[config.mk]
export PLATFORM = sky130hd
export DESIGN_NAME = serial_adder_ctrl
export DESIGN_NICKNAME = d
export VERILOG_FILES = /design/src/rtl/serial_adder_ctrl.sv
export SDC_FILE = /design/constraint.sdc
export NUM_CORES = 1
export LEC_CHECK = 0
export CORE_MARGIN = 2
export CORE_UTILIZATION = 48
export CTS_BUF_LIST = sky130_fd_sc_hd__clkbuf_8
export CTS_CLUSTER_DIAMETER = 100
export DETAILED_ROUTE_END_ITERATION = 10
export GPL_ROUTABILITY_DRIVEN = 0
export GPL_TIMING_DRIVEN = 0
export HOLD_SLACK_MARGIN = 0.12
export PLACE_DENSITY = 0.84
export SLEW_MARGIN = 40
export SYNTH_ARGS = -nofsm -noshare
export SYNTH_HDL_FRONTEND = slang
export SYNTH_HIERARCHICAL = 1
export SYNTH_SLANG_ARGS = --single-unit
export TNS_END_PERCENT = 1
[constraint.sdc]
create_clock -name clk -period 3.3 [get_ports clk]
set_input_delay 0.66 -clock clk [delete_from_list [all_inputs] [get_ports clk]]
set_output_delay 0.66 -clock clk [all_outputs]
set_load 0.02 [all_outputs]
[src/rtl/serial_adder_ctrl.sv]
// Bit-serial add/subtract unit: one full-adder cell processes one bit pair
// per clock, LSB first, with the carry held in a flip-flop between bits.
// A small FSM loads the operands, runs W bit-steps and presents a registered
// result with carry-out and signed overflow for exactly one DONE cycle.

// Single-bit full adder; the only arithmetic element of the datapath.
module fac (
  input  logic x,
  input  logic y,
  input  logic ci,
  output logic z,
  output logic co
);
  assign z  = x ^ y ^ ci;
  assign co = (x & y) | (ci & (x ^ y));
endmodule

module serial_adder_ctrl #(
  parameter int W = 8
) (
  input  logic         clk,
  input  logic         rst,
  input  logic         start,
  input  logic         sub,
  input  logic [W-1:0] a,
  input  logic [W-1:0] b,
  output logic         busy,
  output logic         done,
  output logic [W-1:0] sum,
  output logic         cout,
  output logic         ovf
);

  localparam int CW = (W > 2) ? $clog2(W) : 1;
  localparam logic [CW-1:0] CNT_LAST = CW'(W - 1);
  localparam logic [CW-1:0] CNT_MSB  = CW'(W - 2);

  typedef enum logic [1:0] {
    S_IDLE = 2'd0,
    S_RUN  = 2'd1,
    S_DONE = 2'd2
  } state_t;

  state_t          state_q, state_d;
  logic [W-1:0]    ra_q, ra_d;
  logic [W-1:0]    rb_q, rb_d;
  // The result register keeps only the W-1 partial bits already produced;
  // the last bit comes straight from the cell on the exit cycle.
  logic [W-2:0]    rs_q, rs_d;
  logic            c_q, c_d;
  logic [CW-1:0]   cnt_q, cnt_d;
  logic            c_msb_q, c_msb_d;
  logic [W-1:0]    sum_q, sum_d;
  logic            cout_q, cout_d;
  logic            ovf_q, ovf_d;

  logic            fa_z;
  logic            fa_co;
  logic [W-1:0]    rs_full;

  fac u_fac (
    .x  (ra_q[0]),
    .y  (rb_q[0]),
    .ci (c_q),
    .z  (fa_z),
    .co (fa_co)
  );

  // Result register contents after this cycle's shift, with the new bit at the MSB.
  assign rs_full = {fa_z, rs_q};

  // Next-state and datapath updates; every register holds unless its state acts on it.
  always_comb begin
    state_d = state_q;
    ra_d    = ra_q;
    rb_d    = rb_q;
    rs_d    = rs_q;
    c_d     = c_q;
    cnt_d   = cnt_q;
    c_msb_d = c_msb_q;
    sum_d   = sum_q;
    cout_d  = cout_q;
    ovf_d   = ovf_q;

    case (state_q)
      S_IDLE, S_DONE: begin
        state_d = S_IDLE;
        if (start) begin
          // Subtraction is a + ~b + 1: invert b here and preset the carry as the +1.
          ra_d    = a;
          rb_d    = sub ? ~b : b;
          c_d     = sub;
          cnt_d   = '0;
          state_d = S_RUN;
        end
      end

      S_RUN: begin
        rs_d  = rs_full[W-1:1];
        ra_d  = ra_q >> 1;
        rb_d  = rb_q >> 1;
        c_d   = fa_co;
        cnt_d = cnt_q + 1'b1;
        // Carry into the sign bit, needed for the overflow flag.
        if (cnt_q == CNT_MSB) begin
          c_msb_d = fa_co;
        end
        if (cnt_q == CNT_LAST) begin
          sum_d   = rs_full;
          cout_d  = fa_co;
          ovf_d   = fa_co ^ c_msb_q;
          state_d = S_DONE;
        end
      end

      default: begin
        state_d = S_IDLE;
      end
    endcase
  end

  // Control and output registers with synchronous reset; reset aborts any running operation.
  always_ff @(posedge clk) begin
    if (rst) begin
      state_q <= S_IDLE;
      c_q     <= 1'b0;
      cnt_q   <= '0;
      sum_q   <= '0;
      cout_q  <= 1'b0;
      ovf_q   <= 1'b0;
    end else begin
      state_q <= state_d;
      c_q     <= c_d;
      cnt_q   <= cnt_d;
      sum_q   <= sum_d;
      cout_q  <= cout_d;
      ovf_q   <= ovf_d;
    end
  end

  // Shift registers are always written before use, so they carry no reset.
  always_ff @(posedge clk) begin
    ra_q    <= ra_d;
    rb_q    <= rb_d;
    rs_q    <= rs_d;
    c_msb_q <= c_msb_d;
  end

  assign busy = (state_q == S_RUN);
  assign done = (state_q == S_DONE);
  assign sum  = sum_q;
  assign cout = cout_q;
  assign ovf  = ovf_q;

endmodule

== Word level (Yosys, flattened, before mapping) ==
Cells that the tools add are included.

* $add $sub $neg: 1
* Equal/unequal tests: 6
* Multiplexer cells: 12
* Bitwise gates (word level): 7
* Reductions and logical operators: 6

{| class="wikitable"
|+ Operator list
! operator !! number
|-
| $pmux W8 S2 || 2
|-
| $mux W8 || 3
|-
| $not A8 Y8 || 1
|-
| $eq A3 B3 Y1 const B || 2
|-
| $pmux W3 S2 || 1
|-
| $reduce_and A2 Y1 || 3
|-
| $pmux W2 S2 || 1
|-
| $add A3 B1 Y3 const B || 1
|-
| $mux W3 || 1
|-
| $xor A1 B1 Y1 || 3
|-
| $and A1 B1 Y1 || 2
|-
| $eq A2 B1 Y1 const B || 1
|-
| $eq A2 B2 Y1 const B || 1
|-
| $logic_not A2 Y1 || 1
|-
| $mux W1 || 2
|-
| $mux W2 || 1
|-
| $ne A2 B1 Y1 const B || 1
|-
| $ne A2 B2 Y1 const B || 1
|-
| $pmux W1 S2 || 1
|-
| $reduce_bool A2 Y1 || 1
|-
| $reduce_or A2 Y1 || 1
|-
| $or A1 B1 Y1 || 1
|}

* Register bits after elaboration: 40
* Bits of input ports: 20
* Output and inout port bits: 12
* Logic and storage cells: 42

== Depth between registers and ports, before layout ==
Gate-level depths: netlist (run 1).

* Word-level depth: 4
* Gate-level depth with buffers: 6
* Mapped depth without buffers: 5

== Modules after synthesis ==
Netlist (run 1), hierarchy kept.

{| class="wikitable"
|+ By module, submodules not included
! module !! times used !! cells each !! area an instance (um^2)
|-
| serial_adder_ctrl || 1 || 150 || 1612.8
|-
| fac || 1 || 1 || 20.0
|}

== Worst setup path before layout (run 1) ==
OpenSTA, ideal clock, no wires.

* Kind: in2reg
* From: in start
* To: reg ra_q[0], enable pin
* Library setup time: 0.372 ns
* Arrival: 1.196 ns
* Slack: 1.732 ns
* Cell stages on the path: 2
* Path buffers: 0
* Cell sequence: nand2b_1 > nand2_1

* Cells in the longest elaborated chain, start to end: 2

{| class="wikitable"
|+ RTL lines
! element !! line !! RTL
|-
| from (decl) || 23 || <nowiki>input logic start,</nowiki>
|-
| $ne A2 B2 Y1 (no line) || -- ||
|-
| $reduce_and A2 Y1 (no line) || -- ||
|-
| to (signal assigned) || 143 || <nowiki>ra_q <= ra_d;</nowiki>
|-
| to (decl) || 45 || <nowiki>logic [W-1:0] ra_q, ra_d;</nowiki>
|}

No other way between the ends.
A chain may end at the register's enable or synchronous reset.

== Worst setup path in the final report (run 1) ==
* From: reg state_q[1]
* To: out busy

* Cells in the longest elaborated chain, start to end: 1

{| class="wikitable"
|+ RTL lines
! element !! line !! RTL
|-
| from (decl) || 44 || <nowiki>state_t state_q, state_d;</nowiki>
|-
| from (signal assigned) || 132 || <nowiki>state_q <= state_d;</nowiki>
|-
| $eq A2 B1 Y1 || 149 || <nowiki>assign busy = (state_q == S_RUN);</nowiki>
|-
| to (decl) || 27 || <nowiki>output logic busy,</nowiki>
|}

No other way between the ends.

==> metrics, run 1 <==
worst hold slack 461 ps; average wire per standard cell 12.6 um; Synth Area in XOR/XNOR 0.0483; CTS resizes 0; Synth Area in Compound Gates 0.0766; cell area after synthesis 1630 um2; Tmin final 2580 ps; clock buffer count from CTS 5; placed insts 226; Static Leakage 0.763 nW; critical path capture point type primary output; Max-Cap Viols 0; latest clock arrival within the worst-skew pair 280 ps; setup TNS 0 ps; Tcrit/Tclk final 0.782; Via density 4.93; CTS tree done; Critical Path AT 1920 ps; die area 3880 um2; final setup fails 0; clk_skew 3.10 ps; initial antenna violation count 0; Least-Margin Pin Slew 670 ps; port bufs 29; antenna cells 0; Warnings, synthesis 6; fillers 303; final WL 2940 um; Post-CTS Setup Bufs 0; die height 62.3 um; Synth Area in Simple Gates 0.172; RSZ-0062 raised after global routing false; Final Instance Count excl. Fillers 234; Finished Core Util 0.626; Mapped Cells 151; Startpoint Class register; root buffer cell clkbuf_8; Slew Viols, Final 0; Clock transition at path regs 70 ps; FMAX 0.388 GHz; syn nets 175; clk sink count 40; core area 3310 um2; worst min-delay path category reg2reg; DP Wirelength 2170 um; Ports 32; htree depth 2; Seq/Total Area, Yosys 0.638; Die Wd 62.3 um; vias in the first global route 1131; largest net degree at the start of global routing 18; area grow syn2layout 27.0%; Synth Area in Adders 0.0352; PwrDens 495 nW/um2; Post-CTS Hold Fix Bufs 0; Max FO, Critical Path 17; main combinational cell family by area after synthesis simple AND/OR/NAND/NOR gates; post-placement worst setup slack 1030 ps; Iter 0 DRT Violations 70; fin worst setup slack 721 ps; Initial Util 0.493; mean area per synthesized cell 10.8 um2; via count 1154; clk buf depth 2; NumNets Final 211; Required @ worst endpoint 2640 ps; first-pass GRT wire length 5020 um; Netlist cell types 26; flops & latches, synth 40; DR pass1 iterations 4; status finished, final reports clean; share of cells above drive strength 1 0.0904; Setup CP Type reg2out; GRT Resource Usage Total 0.169; antenna viol nets, final 0; row count 21; Max VDD drop 0.000305 V; # DRC 0; GRT Residual Overflow 0; Slew headroom 0.552; Final Hold Viols 0; mux contribution to synthesized area 0
[power by group]
part | internal, mW | switching [mW]
registers | 0.578 | 0.0147
logic | 0.0498 | 0.0584
clock network | 0.167 | 0.159
total | 0.794 | 0.232
[logic make-up after synthesis]
group | after synthesis
compound gates | 22
xor+xnor | 9
fa+ha+maj | 4
buf+inv | 9
flops | 40
simple gates | 67
[metal layers]
metal,GRT usage,up-vias,part of all wire
li1,-,578,-
met1,0.189,530,0.41
met2,0.299,42,0.52
met3,0.0507,4,0.059
met4,0.0750,0,0.0088
met5,0,-,0
[registers in the layout, summed over array words and instances (netlist names)]
register  cells
c_msb_q       1
cout          1
ra_q          8
ovf           1
state_q       2
rb_q          8
sum           8
cnt_q         3
rs_q          7
c_q           1
[critical path, stage by stage, from the launching register on]
cell	delay, ps
dfxtp_1	320
nand2b_2	230
inv_2	170
buf_4	270
clkdlybuf4s50_1	650
[area by class of cell]
cell class,instances,area (um2),area share
well taps,46,57.6,0.0278
repair buffers,29,290,0.140
flip-flops and latches,40,1040,0.502
multi-input cells,102,543,0.262
plain buffers,7,41.3,0.0199
inverters,2,7.51,0.00362
clock inverters,2,10.0,0.00483
clock buffers,6,82.6,0.0398
[Yosys cell counts]
cell type | count | share of area
o21ai_1 | 2 | 0.0061
and2_1 | 1 | 0.0038
o21ai_0 | 5 | 0.015
a21oi_1 | 12 | 0.037
edfxtp_1 | 24 | 0.44
nand3b_1 | 1 | 0.0046
nor2_1 | 5 | 0.011
fa_1 | 1 | 0.012
clkbuf_1 | 1 | 0.0023
a211oi_1 | 1 | 0.0046
nand3_1 | 3 | 0.0092
dfxtp_1 | 16 | 0.20
buf_4 | 3 | 0.014
o21a_1 | 1 | 0.0046
and3_1 | 1 | 0.0038
xnor2_1 | 9 | 0.048
buf_2 | 3 | 0.0092
inv_2 | 1 | 0.0023
inv_1 | 1 | 0.0023
nand2b_1 | 2 | 0.0077
nand2b_2 | 1 | 0.0054
nand2_1 | 51 | 0.12
ha_1 | 3 | 0.023
and3b_1 | 1 | 0.0054
a311oi_2 | 1 | 0.0092
nor2b_1 | 1 | 0.0038
[final timing paths]
| path | start | endpoint | slack (ps) | depth (start not counted) |
|---|---|---|---|---|
| worst max register to register | state_q[1] | rb_q[4] | 1650 | 3 |
| worst min-delay path | sum[2] | sum[2] | 460 | 2 |
| worst min register to register | sum[2] | sum[2] | 460 | 2 |
| worst max-delay path | state_q[1] | busy | 720 | 4 |
[stage by stage]
stage          power (mW)  cell area (um2)
2_1_floorplan       0.667             1630
3_3_place_gp        0.704             1980
3_5_place_dp        0.713             1980
4_1_cts              1.04             2070
5_1_grt              1.08             2070
6_report             1.03             2070
[layout by cell type, fill, tap and decap left out]
cell type / n
a311oi_2: 1
fa_1: 1
buf_4: 3
a211oi_1: 1
o21ai_0: 5
nand3b_1: 1
ha_1: 3
a21oi_1: 12
nand3_1: 3
o21a_1: 1
nand2b_2: 1
nor2_1: 5
edfxtp_1: 24
and3_1: 1
and2_1: 1
inv_2: 1
xnor2_1: 9
nor2b_1: 1
clkbuf_1: 1
clkbuf_8: 6
nand2b_1: 2
dfxtp_1: 16
clkdlybuf4s50_1: 29
inv_1: 1
clkinv_2: 2
and3b_1: 1
o21ai_1: 2
buf_2: 3
nand2_1: 51
(Power assumes the default switching activity.)
==> run 2, diff against run 1 <==
- clock period: 3.3 -> 2.55 ns (I/O delays scaled with it)
==> results of run 2 <==
Same layout as run 1 (identical final DEF). Status: finished, final reports clean.
Main changes from that run: setup slack after placement 1030 ps -> 428 ps; setup slack after layout 721 ps -> 121 ps; register-to-register setup slack 1650 ps -> 900 ps; total power 1.03 mW -> 1.33 mW; worst IR drop on VDD 0.000305 V -> 0.000394 V
==> RTL edit, RTL diff (flow settings as in run 2) <==
Re-encode `state_t` (3 states) as one-hot, 3 bits wide.
--- a/src/rtl/serial_adder_ctrl.sv
+++ b/src/rtl/serial_adder_ctrl.sv
@@ -37,6 +37,6 @@
 
-  typedef enum logic [1:0] {
-    S_IDLE = 2'd0,
-    S_RUN  = 2'd1,
-    S_DONE = 2'd2
+  typedef enum logic [2:0] {
+    S_IDLE = 3'b001,
+    S_RUN  = 3'b010,
+    S_DONE = 3'b100
   } state_t;
Behaviour: same outputs for any inputs over 10 cycles, from zero or initial values and one cycle with rst high; not proved beyond that.
==> RTL edit against run 2 <==
  * Die area grew 4.9%
  * Routed wire length increased by 0.71%
  * Combinational power fell by 24%
  * Area after synthesis increased by 5.2%
  * Synthesized cell count increased by 4.6%
  * Global-route usage shrank 0.26 points
  * Power is 5.2% higher
  * Register-to-register slack worse by 0.09 ns
  * Setup slack better by 0.066 ns
  * Sequential cell count up 1
  * Clock power grew 28%
  * Design area grew 5.6%
  * Critical path type unchanged
  * Largest power group unchanged
==> RTL edit: results (changes against run 2) <==
| Metric | Value |
|---|---|
| Fill cells | 280 (-7.6%) |
| Non-Filler Instances | 241 (+3.0%) |
| Crit path DAT | 1.85 ns (-0.07 ns) |
| #FFs+latches synth | 41 (+2.5%) |
| Unique cell type count in the Yosys netlist | 34 (+31%) |
| Leak Pwr | 0.787 nW (+3.1%) |
| Area growth from synthesis to layout | 27.4% |
| GRT met1 Usage | 0.189 (-0.000205) |
| Final nets | 218 (+3.3%) |
| Share of post-route cells with drive strength above 1 | 0.0872 (-0.00325) |
| Bufs w/o clock | 38 (+5.6%) |
| Critical Path Fanout Max | 10 (-7) |
| Setup Skew | 0.00715 ns (+0.00405 ns) |
| Layout clock area frac | 0.0543 (+0.00966) |
| Post-Syn Nets | 182 (+4.0%) |
| Wire length on met2 | 1540 um (+0.85%) |
| Antenna fix cells | 0 (unchanged) |
| Clock group | 0.539 mW (+28%) |
| Met2 usage | 0.288 (-0.0112) |
| DR iter-0 viols | 100 (+43%) |
| XOR/XNOR Fraction of Synth Area | 0.0459 (-0.00239) |
| Fraction of area in multi-input gates | 0.274 (+0.0125) |
| Met3 routed WL | 165 um (-5.7%) |
| RR Endpoint | sum[1] |
| Synth Instances | 158 (+4.6%) |
| Placed insts | 233 (+3.1%) |
| Top area cells in the synthesized netlist | edfxtp_1 (42%), dfxtp_1 (20%), nand2_1 (11%), xnor2_1 (4.6%), a21oi_1 (3.2%) |
| Worst-margin pin slew | 0.565 ns (-0.105 ns) |
| Post-CTS setup repair buffer count | 0 (unchanged) |
| Post-Synth Adder-Cell Area | 0.0335 (-0.00175) |
| Inverters | 4 (+2) |
| HPWL after detailed placement | 2140 um (-1.7%) |
| Mapped Avg Cell Area | 10.9 um^2 (+0.55%) |
| Complex-gate fraction of the synthesized area | 0.0845 (+0.00786) |
| Non-clk buf share | 0.153 (-0.00727) |
| WL/cell | 12.3 um (-2.2%) |
| Largest net degree at the start of global routing | 21 (+3) |
| Peak supply drop | 0.343 mV (-13%) |
| Comb power frac | 0.076 (-0.029) |
| Pwr/cell area | 639 nW/um^2 (-0.32%) |
| R2R setup slack | 0.81 ns (-0.09 ns) |
| Register share of the cell area | 0.485 (-0.0173) |
| Sequential area share after synthesis | 0.618 (-0.0199) |
| Post-CTS Resized | 1 (+1) |
| GRT Total Usage | 0.167 (-0.00262) |
| CP max-delay cell | dfxtp_1 |
| Comb_multi_in | 104 (+2.0%) |
| Synth cell count leaders | nand2_1 (49), edfxtp_1 (24), dfxtp_1 (17) |
| WL met1 | 1220 um (+0.33%) |
| Worst reg2reg path depth | 6 (+3) |
| Hold WS | 0.455 ns (-0.00591 ns) |
| Dpl ws | 0.233 ns (-0.195 ns) |
| Launching point of the worst reg2reg path | cnt_q[0] |
| Status | finished, final reports clean |
| CTS clk-pin slew, worst paths | 0.07 ns (about the same) |
| First-pass GRT wire length | 5170 um (+3.0%) |
| Sw Share | 0.204 (-0.0226) |
| Vias | 1,206 (+4.5%) |
| Hold path start | sum[2] |
| Met3 GRT Util | 0.0581 (+0.00737) |
-- RTL edit: cell types whose count changed after synthesis, moves of 2 or more --
cell,run 2,this run
clkbuf_1,1,3
inv_1,1,3
nand2_1,51,49
nand3_1,3,1
nand4bb_1,0,2
nor2_1,5,3
o21ai_0,5,7
o21ai_1,2,0
-- RTL edit: worst max-delay path by stage --
stage,slack [ns],from,to,cells after the start
2_1_floorplan,0.84,state_q[1],ra_q[0],3
3_3_place_gp,0.19,start,cnt_q[0],4
3_5_place_dp,0.23,state_q[1],busy,5
4_1_cts,0.17,state_q[1],busy,5
5_1_grt,0.09,state_q[1],busy,5
6_report,0.19,state_q[1],busy,5
-- RTL edit: logic make-up (layout without fill, tap and decap cells) --
group / after synthesis / in the layout
adder cells (fa/ha/maj): 4 / 4
buffers and inverters: 13 / 50
AND/OR/NAND/NOR: 67 / 67
flip-flops: 41 / 41
XOR/XNOR: 9 / 9
AO/OA/AOI/OAI: 24 / 24
